==> src/rtl/router_pkt_reader_pkg.sv <==
// Shared router constants, FSM encoding and the XOR-parity helper.
package router_pkg;

  localparam int unsigned BYTE_W      = 8;
  localparam int unsigned HDR_LEN_MSB = 7;
  localparam int unsigned HDR_LEN_LSB = 2;
  localparam int unsigned HDR_ADDR_W  = 2;
  localparam int unsigned MAX_LEN     = 63;
  localparam int unsigned LEN_W       = HDR_LEN_MSB - HDR_LEN_LSB + 1;
  // len+1 reaches 64, so the byte-left counters need one extra bit
  localparam int unsigned LEFT_W      = LEN_W + 1;

  localparam logic [1:0] ST_IDLE  = 2'd0;
  localparam logic [1:0] ST_HDR   = 2'd1;
  localparam logic [1:0] ST_BODY  = 2'd2;
  localparam logic [1:0] ST_CHECK = 2'd3;

  typedef enum logic [1:0] {
    IDLE  = ST_IDLE,
    HDR   = ST_HDR,
    BODY  = ST_BODY,
    CHECK = ST_CHECK
  } state_t;

  // One step of the running packet parity (header ^ payload ^ parity == 0).
  function automatic logic [BYTE_W-1:0] parity_step(input logic [BYTE_W-1:0] acc,
                                                    input logic [BYTE_W-1:0] b);
    return acc ^ b;
  endfunction

endpackage

==> src/rtl/router_pkt_reader_if.sv <==
// FIFO read handshake plus the outgoing payload stream of one router port.
interface router_pkt_reader_if;
  import router_pkg::*;

  logic              vld_out;
  logic [BYTE_W-1:0] data_out;
  logic              hold;
  logic              read_enb;
  logic [BYTE_W-1:0] pay_data;
  logic              pay_valid;

  modport slave (
    input  vld_out, data_out, hold,
    output read_enb, pay_data, pay_valid
  );

  modport master (
    output vld_out, data_out, hold,
    input  read_enb, pay_data, pay_valid
  );

endinterface

==> src/rtl/router_pkt_reader_sat_counter.sv <==
// Saturating incrementer used for the packet and error counters.
module sat_counter #(
  parameter int unsigned W = 16
) (
  input  logic         clock,
  input  logic         reset,
  input  logic         en,
  output logic [W-1:0] q
);

  // Count enabled events, sticking at all-ones.
  always_ff @(posedge clock or posedge reset) begin
    if (reset) begin
      q <= '0;
    end else if (en && (q != {W{1'b1}})) begin
      q <= q + W'(1);
    end
  end

endmodule

==> src/rtl/router_pkt_reader.sv <==
// Drains one router output FIFO, parses packets, streams payload and
// reports per-packet parity/timeout status with running counters.
module router_pkt_reader
  import router_pkg::*;
#(
  parameter int unsigned TIMEOUT = 64,
  parameter int unsigned CNT_W   = 16
) (
  input  logic                  clock,
  input  logic                  reset,
  router_pkt_reader_if.slave    bus,
  output logic                  pkt_done,
  output logic                  pkt_err,
  output logic                  pkt_timeout,
  output logic [HDR_ADDR_W-1:0] pkt_addr,
  output logic [LEN_W-1:0]      pkt_len,
  output logic [CNT_W-1:0]      pkt_cnt,
  output logic [CNT_W-1:0]      err_cnt
);

  localparam int unsigned TO_W = $clog2(TIMEOUT + 1);

  state_t            state;
  logic              rd_q;
  logic [BYTE_W-1:0] parity;
  logic [LEFT_W-1:0] req_left;
  logic [LEFT_W-1:0] rcv_left;
  logic [TO_W-1:0]   to_cnt;

  logic              want_c;
  logic              accept_c;
  logic              last_c;
  logic              to_hit_c;
  logic              fin_c;
  logic              err_c;
  logic [BYTE_W-1:0] par_nxt_c;
  logic [LEFT_W-1:0] hdr_left_c;

  // Whether the current state is allowed to pop another byte.
  always_comb begin
    want_c = 1'b0;
    case (state)
      IDLE:    want_c = 1'b1;
      BODY:    want_c = (req_left != '0);
      default: want_c = 1'b0;
    endcase
  end

  // Pop request is combinational so a byte can be taken every cycle.
  assign bus.read_enb = bus.vld_out & ~bus.hold & want_c & ~reset;
  assign accept_c     = bus.read_enb;

  assign par_nxt_c  = parity_step(parity, bus.data_out);
  assign hdr_left_c = LEFT_W'(bus.data_out[HDR_LEN_MSB:HDR_LEN_LSB]) + LEFT_W'(1);
  assign last_c     = (state == BODY) && rd_q && (rcv_left == LEFT_W'(1));
  assign to_hit_c   = ((state == HDR) || (state == BODY)) && !rd_q &&
                      (to_cnt == TO_W'(TIMEOUT - 1));
  assign fin_c      = last_c | to_hit_c;
  assign err_c      = to_hit_c | (last_c & (par_nxt_c != '0));

  // Packet FSM with its counters, parity and registered outputs.
  always_ff @(posedge clock or posedge reset) begin
    if (reset) begin
      state         <= IDLE;
      rd_q          <= 1'b0;
      parity        <= '0;
      req_left      <= '0;
      rcv_left      <= '0;
      to_cnt        <= '0;
      bus.pay_data  <= '0;
      bus.pay_valid <= 1'b0;
      pkt_done      <= 1'b0;
      pkt_err       <= 1'b0;
      pkt_timeout   <= 1'b0;
      pkt_addr      <= '0;
      pkt_len       <= '0;
    end else begin
      rd_q          <= accept_c;
      bus.pay_valid <= 1'b0;
      pkt_done      <= fin_c;
      pkt_err       <= err_c;
      pkt_timeout   <= to_hit_c;

      if ((state == HDR) || (state == BODY)) begin
        to_cnt <= rd_q ? '0 : to_cnt + TO_W'(1);
      end else begin
        to_cnt <= '0;
      end

      case (state)
        IDLE: begin
          if (accept_c) begin
            parity <= '0;
            state  <= HDR;
          end
        end
        HDR: begin
          if (rd_q) begin
            pkt_addr <= bus.data_out[HDR_ADDR_W-1:0];
            pkt_len  <= bus.data_out[HDR_LEN_MSB:HDR_LEN_LSB];
            parity   <= bus.data_out;
            req_left <= hdr_left_c;
            rcv_left <= hdr_left_c;
            state    <= BODY;
          end else if (to_hit_c) begin
            state <= CHECK;
          end
        end
        BODY: begin
          if (accept_c) begin
            req_left <= req_left - LEFT_W'(1);
          end
          if (rd_q) begin
            rcv_left <= rcv_left - LEFT_W'(1);
            parity   <= par_nxt_c;
            if (rcv_left > LEFT_W'(1)) begin
              bus.pay_valid <= 1'b1;
              bus.pay_data  <= bus.data_out;
            end
          end
          if (fin_c) begin
            state <= CHECK;
          end
        end
        CHECK: begin
          state <= IDLE;
        end
        default: begin
          state <= IDLE;
        end
      endcase
    end
  end

  sat_counter #(.W(CNT_W)) u_pkt_cnt (
    .clock (clock),
    .reset (reset),
    .en    (fin_c),
    .q     (pkt_cnt)
  );

  sat_counter #(.W(CNT_W)) u_err_cnt (
    .clock (clock),
    .reset (reset),
    .en    (err_c),
    .q     (err_cnt)
  );

endmodule

==> src/flat_wrapper.sv <==
// flat-port wrapper written by rule: the top's interface ports become plain ports
module router_pkt_reader_flat import router_pkg::*;
#(
  parameter int unsigned TIMEOUT = 64,
  parameter int unsigned CNT_W   = 16
)
  (clock, reset, pkt_done, pkt_err, pkt_timeout, pkt_addr, pkt_len, pkt_cnt, err_cnt, bus_vld_out, bus_data_out, bus_hold, bus_read_enb, bus_pay_data, bus_pay_valid);
  router_pkt_reader_if bus_i ();
  input  logic clock;
  input  logic reset;
  output logic pkt_done;
  output logic pkt_err;
  output logic pkt_timeout;
  output logic [HDR_ADDR_W-1:0] pkt_addr;
  output logic [LEN_W-1:0] pkt_len;
  output logic [CNT_W-1:0] pkt_cnt;
  output logic [CNT_W-1:0] err_cnt;
  input wire logic [$bits(bus_i.vld_out)-1:0] bus_vld_out;
  input wire logic [$bits(bus_i.data_out)-1:0] bus_data_out;
  input wire logic [$bits(bus_i.hold)-1:0] bus_hold;
  output wire logic [$bits(bus_i.read_enb)-1:0] bus_read_enb;
  output wire logic [$bits(bus_i.pay_data)-1:0] bus_pay_data;
  output wire logic [$bits(bus_i.pay_valid)-1:0] bus_pay_valid;
  assign bus_i.vld_out = bus_vld_out;
  assign bus_i.data_out = bus_data_out;
  assign bus_i.hold = bus_hold;
  assign bus_read_enb = bus_i.read_enb;
  assign bus_pay_data = bus_i.pay_data;
  assign bus_pay_valid = bus_i.pay_valid;
  router_pkt_reader #(.TIMEOUT(TIMEOUT), .CNT_W(CNT_W)) u_core (.clock(clock), .reset(reset), .bus(bus_i), .pkt_done(pkt_done), .pkt_err(pkt_err), .pkt_timeout(pkt_timeout), .pkt_addr(pkt_addr), .pkt_len(pkt_len), .pkt_cnt(pkt_cnt), .err_cnt(err_cnt));
endmodule
==> config.mk <==
export PLATFORM = sky130hd
export DESIGN_NAME = router_pkt_reader_flat
export DESIGN_NICKNAME = d
export VERILOG_FILES = /design/src/rtl/router_pkt_reader_pkg.sv /design/src/rtl/router_pkt_reader_if.sv /design/src/rtl/router_pkt_reader_sat_counter.sv /design/src/rtl/router_pkt_reader.sv /design/src/flat_wrapper.sv
export SDC_FILE = /design/constraint.sdc
export NUM_CORES = 1
export LEC_CHECK = 0
export CORE_ASPECT_RATIO = 0.9
export CORE_MARGIN = 2
export CORE_UTILIZATION = 37
export CTS_BUF_LIST = sky130_fd_sc_hd__clkbuf_4 sky130_fd_sc_hd__clkbuf_8 sky130_fd_sc_hd__clkbuf_16
export DETAILED_ROUTE_END_ITERATION = 10
export PLACE_DENSITY = 0.56
export SYNTH_ARGS = -nofsm -noshare
export SYNTH_HDL_FRONTEND = slang
export SYNTH_SLANG_ARGS = --single-unit
==> constraint.sdc <==
create_clock -name clock -period 3.3 [get_ports clock]
set_clock_uncertainty 0.1 [all_clocks]
set_input_delay 0.33 -clock clock [delete_from_list [all_inputs] [get_ports clock]]
set_output_delay 0.33 -clock clock [all_outputs]
set_load 0.01 [all_outputs]
==> load_flow_metrics.sql <==
INSERT INTO impl_metrics (metric_group, metric, value, unit) VALUES
('clocking', 'cts_root_buf', 'sky130_fd_sc_hd__clkbuf_16', ''),
('floorplan', 'fp.dieW', '117', 'um'),
('floorplan', 'floorplan_die_height', '106', 'um'),
('layout', 'layout-drive-gt1-share', '0.105', ''),
('sta', 'hold-worst-slack', '0.364', 'ns'),
('global_routing', 'antenna_found_initial', '0', ''),
('hold_path', 'worstHoldPathType', 'input port to asynchronous set/reset pin', ''),
('detailed_routing', 'dr.first_iter.drc_count', '224', ''),
('power', 'intPower', '0.00251', 'W'),
('yosys', 'synth.net_count', '448', ''),
('worst_setup_path', 'critPathBufInv', '1', ''),
('worst_setup_path', 'arrival', '2.33', 'ns'),
('yosys', 'synth_area_per_cell', '10.0', 'um^2'),
('yosys', 'syn_inst', '424', ''),
('detailed_routing', 'routed_wire_length_per_instance', '14.7', 'um'),
('place', 'gp_congestion', '0.816', ''),
('worst_setup_path', 'worst_path_largest_cell_delay', '0.68', 'ns'),
('yosys', 'syn-cell-area', '4250', 'um^2'),
('detailed_routing', 'vias', '3349', ''),
('worst_setup_path', 'regToRegSetupSlack', '0.73', 'ns'),
('worst_setup_path', 'cp_num_cells', '5', ''),
('sta', 'timing.final.hold_violations', '0', ''),
('sta', 'setup-tns-final', '0', 'ns'),
('clocking', 'cts_hold_repair.buffers', '0', ''),
('yosys', 'synth_seq_cells', '84', ''),
('status', 'outcome', 'complete, no violations', ''),
('worst_setup_path', 'gate_family_responsible_for_the_most_delay_along_the_worst_path', 'simple AND/OR/NAND/NOR gates', ''),
('floorplan', 'io_pins', '65', ''),
('worst_setup_path', 'start_of_the_worst_register_to_register_path', 'u_core.state[0]', ''),
('power', 'clockPowerShare', '0.236', ''),
('worst_setup_path', 'critical_path.startpoint', 'u_core.req_left[2]', ''),
('place', 'pre_cts_ws', '0.736', 'ns'),
('sta', 'slew-limit-headroom', '0.461', ''),
('clocking', 'clk_transition_reported_paths', '0.06', 'ns'),
('power', 'worst_ir_drop_vdd', '0.415', 'mV'),
('clocking', 'cts_max_level', '3', ''),
('sta', 'final.min_clock_period', '2.76', 'ns'),
('worst_setup_path', 'cp_cell_sequence', 'nor4_1 -> nand3b_1 -> a21oi_1 -> nor2_1 -> clkdlybuf4s50_1', ''),
('clocking', 'cts.sink_count', '84', ''),
('floorplan', 'design.core.area', '11300', 'um^2'),
('floorplan', 'std_cell_rows', '37', ''),
('place', 'post_dp_cell_area', '5090', 'um^2'),
('global_routing', 'grt_usage', '0.165', ''),
('global_routing', 'overflow', '0', ''),
('detailed_routing', 'postRouteWirelength', '9580', 'um'),
('worst_setup_path', 'critical-path-slowest-cell', 'sky130_fd_sc_hd__nor4_1', ''),
('detailed_routing', 'drtPass1Iterations', '4', ''),
('clocking', 'cts.path.max_buffers', '2', ''),
('clocking', 'numCtsBuffers', '9', ''),
('power', 'power.share.combinational', '0.388', ''),
('worst_setup_path', 'worstSetupPathType', 'register to primary output', ''),
('layout', 'postLayoutCellArea', '5370', 'um^2'),
('power', 'power-per-cell-area', '741', 'nW/um^2'),
('power', 'p_sw_frac', '0.369', ''),
('place', 'detailedPlacementHpwl', '6750', 'um'),
('global_routing', 'via_count_of_the_first_global_routing_pass', '3256', ''),
('layout', 'final_core_utilization', '0.473', ''),
('worst_setup_path', 'crit_required', '2.87', 'ns'),
('power', 'cellLeakagePower', '2.26', 'nW'),
('yosys', 'synthDominantAreaCellType', 'sky130_fd_sc_hd__dfrtp_1', ''),
('sta', 'fin_crit_sh', '0.835', ''),
('layout', 'diodes', '0', ''),
('sta', 'timing.final.max_slew_violations', '0', ''),
('layout', 'final_nets', '514', ''),
('yosys', 'yosysWarningCount', '0', ''),
('sta', 'count_of_final_setup_violators', '0', ''),
('sta', 'grt_setup_unrepaired', 'false', ''),
('global_routing', 'largest_net_degree_at_the_start_of_global_routing', '45', ''),
('worst_setup_path', 'worst_setup_path_endpoint', 'bus_read_enb', ''),
('worst_setup_path', 'critical_path_peak_fanout', '6', ''),
('clocking', 'cts_tree', 'done', '');
final cells by class:
type | instances | area [um^2]
Tap cell | 156 | 195
Timing Repair Buffer | 74 | 728
Fill cell | 1059 | 5970
Multi-Input combinational cell | 308 | 2010
Clock buffer | 10 | 239
Inverter | 13 | 50.0
Sequential cell | 84 | 2100
Clock inverter | 6 | 40.0
metrics by stage:
stage,instances,total power [W]
after floorplan,424,0.00252
after global placement,635,0.00302
after detailed placement,635,0.00306
after CTS,651,0.00401
after global routing,651,0.00427
final,651,0.00398
cells in the final DEF (no fill, tap or decap), types with 6 or more instances in the layout:
cell type / n
sky130_fd_sc_hd__a21oi_1: 19
sky130_fd_sc_hd__a22o_1: 6
sky130_fd_sc_hd__a31oi_1: 9
sky130_fd_sc_hd__and3_1: 6
sky130_fd_sc_hd__buf_4: 9
sky130_fd_sc_hd__clkbuf_16: 9
sky130_fd_sc_hd__clkdlybuf4s50_1: 64
sky130_fd_sc_hd__dfrtp_1: 84
sky130_fd_sc_hd__ha_1: 12
sky130_fd_sc_hd__inv_1: 10
sky130_fd_sc_hd__mux2_2: 17
sky130_fd_sc_hd__nand2_1: 43
sky130_fd_sc_hd__nand3_1: 12
sky130_fd_sc_hd__nand4_1: 21
sky130_fd_sc_hd__nor2_1: 33
sky130_fd_sc_hd__o21ai_0: 25
sky130_fd_sc_hd__o22ai_1: 8
sky130_fd_sc_hd__or3_1: 6
sky130_fd_sc_hd__xnor2_1: 36
sky130_fd_sc_hd__xor2_1: 9
sequential cells by signal (all words and copies together) (netlist names), 2 cells and up:
| name | flops |
|---|---|
| u_core.to_cnt | 7 |
| u_core.pkt_len | 6 |
| u_core.parity | 8 |
| u_core.bus.pay_data | 8 |
| u_core.u_pkt_cnt.q | 16 |
| u_core.pkt_addr | 2 |
| u_core.req_left | 7 |
| u_core.rcv_left | 7 |
| u_core.state | 2 |
| u_core.u_err_cnt.q | 16 |
Yosys cell counts, drive strengths merged:
master / number
dfrtp: 84
nand2: 44
xnor2: 36
nor2: 34
o21ai: 27
nand4: 21
a21oi: 19
mux2: 18
clkbuf: 14
inv: 13
nand3: 13
ha: 12
a31oi: 9
xor2: 9
o22ai: 8
a22o: 6
and3: 6
or3: 6
buf: 5
and4: 4
nor4: 4
or4: 4
nand2b: 3
nor2b: 3
nor3: 3
a21o: 2
and2: 2
nand3b: 2
o21a: 2
o22a: 2
a41oi: 1
mux2i: 1
nand4b: 1
nor3b: 1
o21bai: 1
o2bb2ai: 1
o41ai: 1
or2: 1
or3b: 1
cells by family (layout without fill, tap and decap cells):
| family | count (synthesis) | count (layout) | synth area share |
|---|---|---|---|
| simple gates | 153 | 153 | 0.183 |
| compound gates | 79 | 79 | 0.112 |
| buf+inv | 32 | 103 | 0.0326 |
| fa+ha+maj | 12 | 12 | 0.0353 |
| flops | 84 | 84 | 0.494 |
| xor+xnor | 45 | 45 | 0.0926 |
| mux | 19 | 19 | 0.0500 |
per-layer routing:
layer	vias to the layer above	wire length, um
li1	1630	-
met1	1630	4800
met2	87	4330
met3	2	423
met4	0	26
met5	-	0
power groups by stage:
stage | clock, W | sequential (W) | combinational, W
finish | 0.000938 | 0.00150 | 0.00154
global route | 0.00101 | 0.00154 | 0.00172
detailed placement | 0 | 0.00151 | 0.00155
CTS | 0.000966 | 0.00150 | 0.00155
global placement | 0 | 0.00150 | 0.00152
floorplan | 0 | 0.00151 | 0.00101
how the worst min path moves through the flow:
stage / from / slack (ns) / endpoint
6_report: reset / 0.36 / u_core.rd_q
5_1_grt: u_core.to_cnt[0] / 0.41 / u_core.to_cnt[0]
4_1_cts: u_core.to_cnt[0] / 0.37 / u_core.to_cnt[0]
3_5_place_dp: u_core.to_cnt[0] / 0.36 / u_core.to_cnt[0]
3_3_place_gp: u_core.to_cnt[0] / 0.35 / u_core.to_cnt[0]
2_1_floorplan: u_core.to_cnt[0] / 0.33 / u_core.to_cnt[0]
Note: power is estimated with default switching activity, not from simulation.
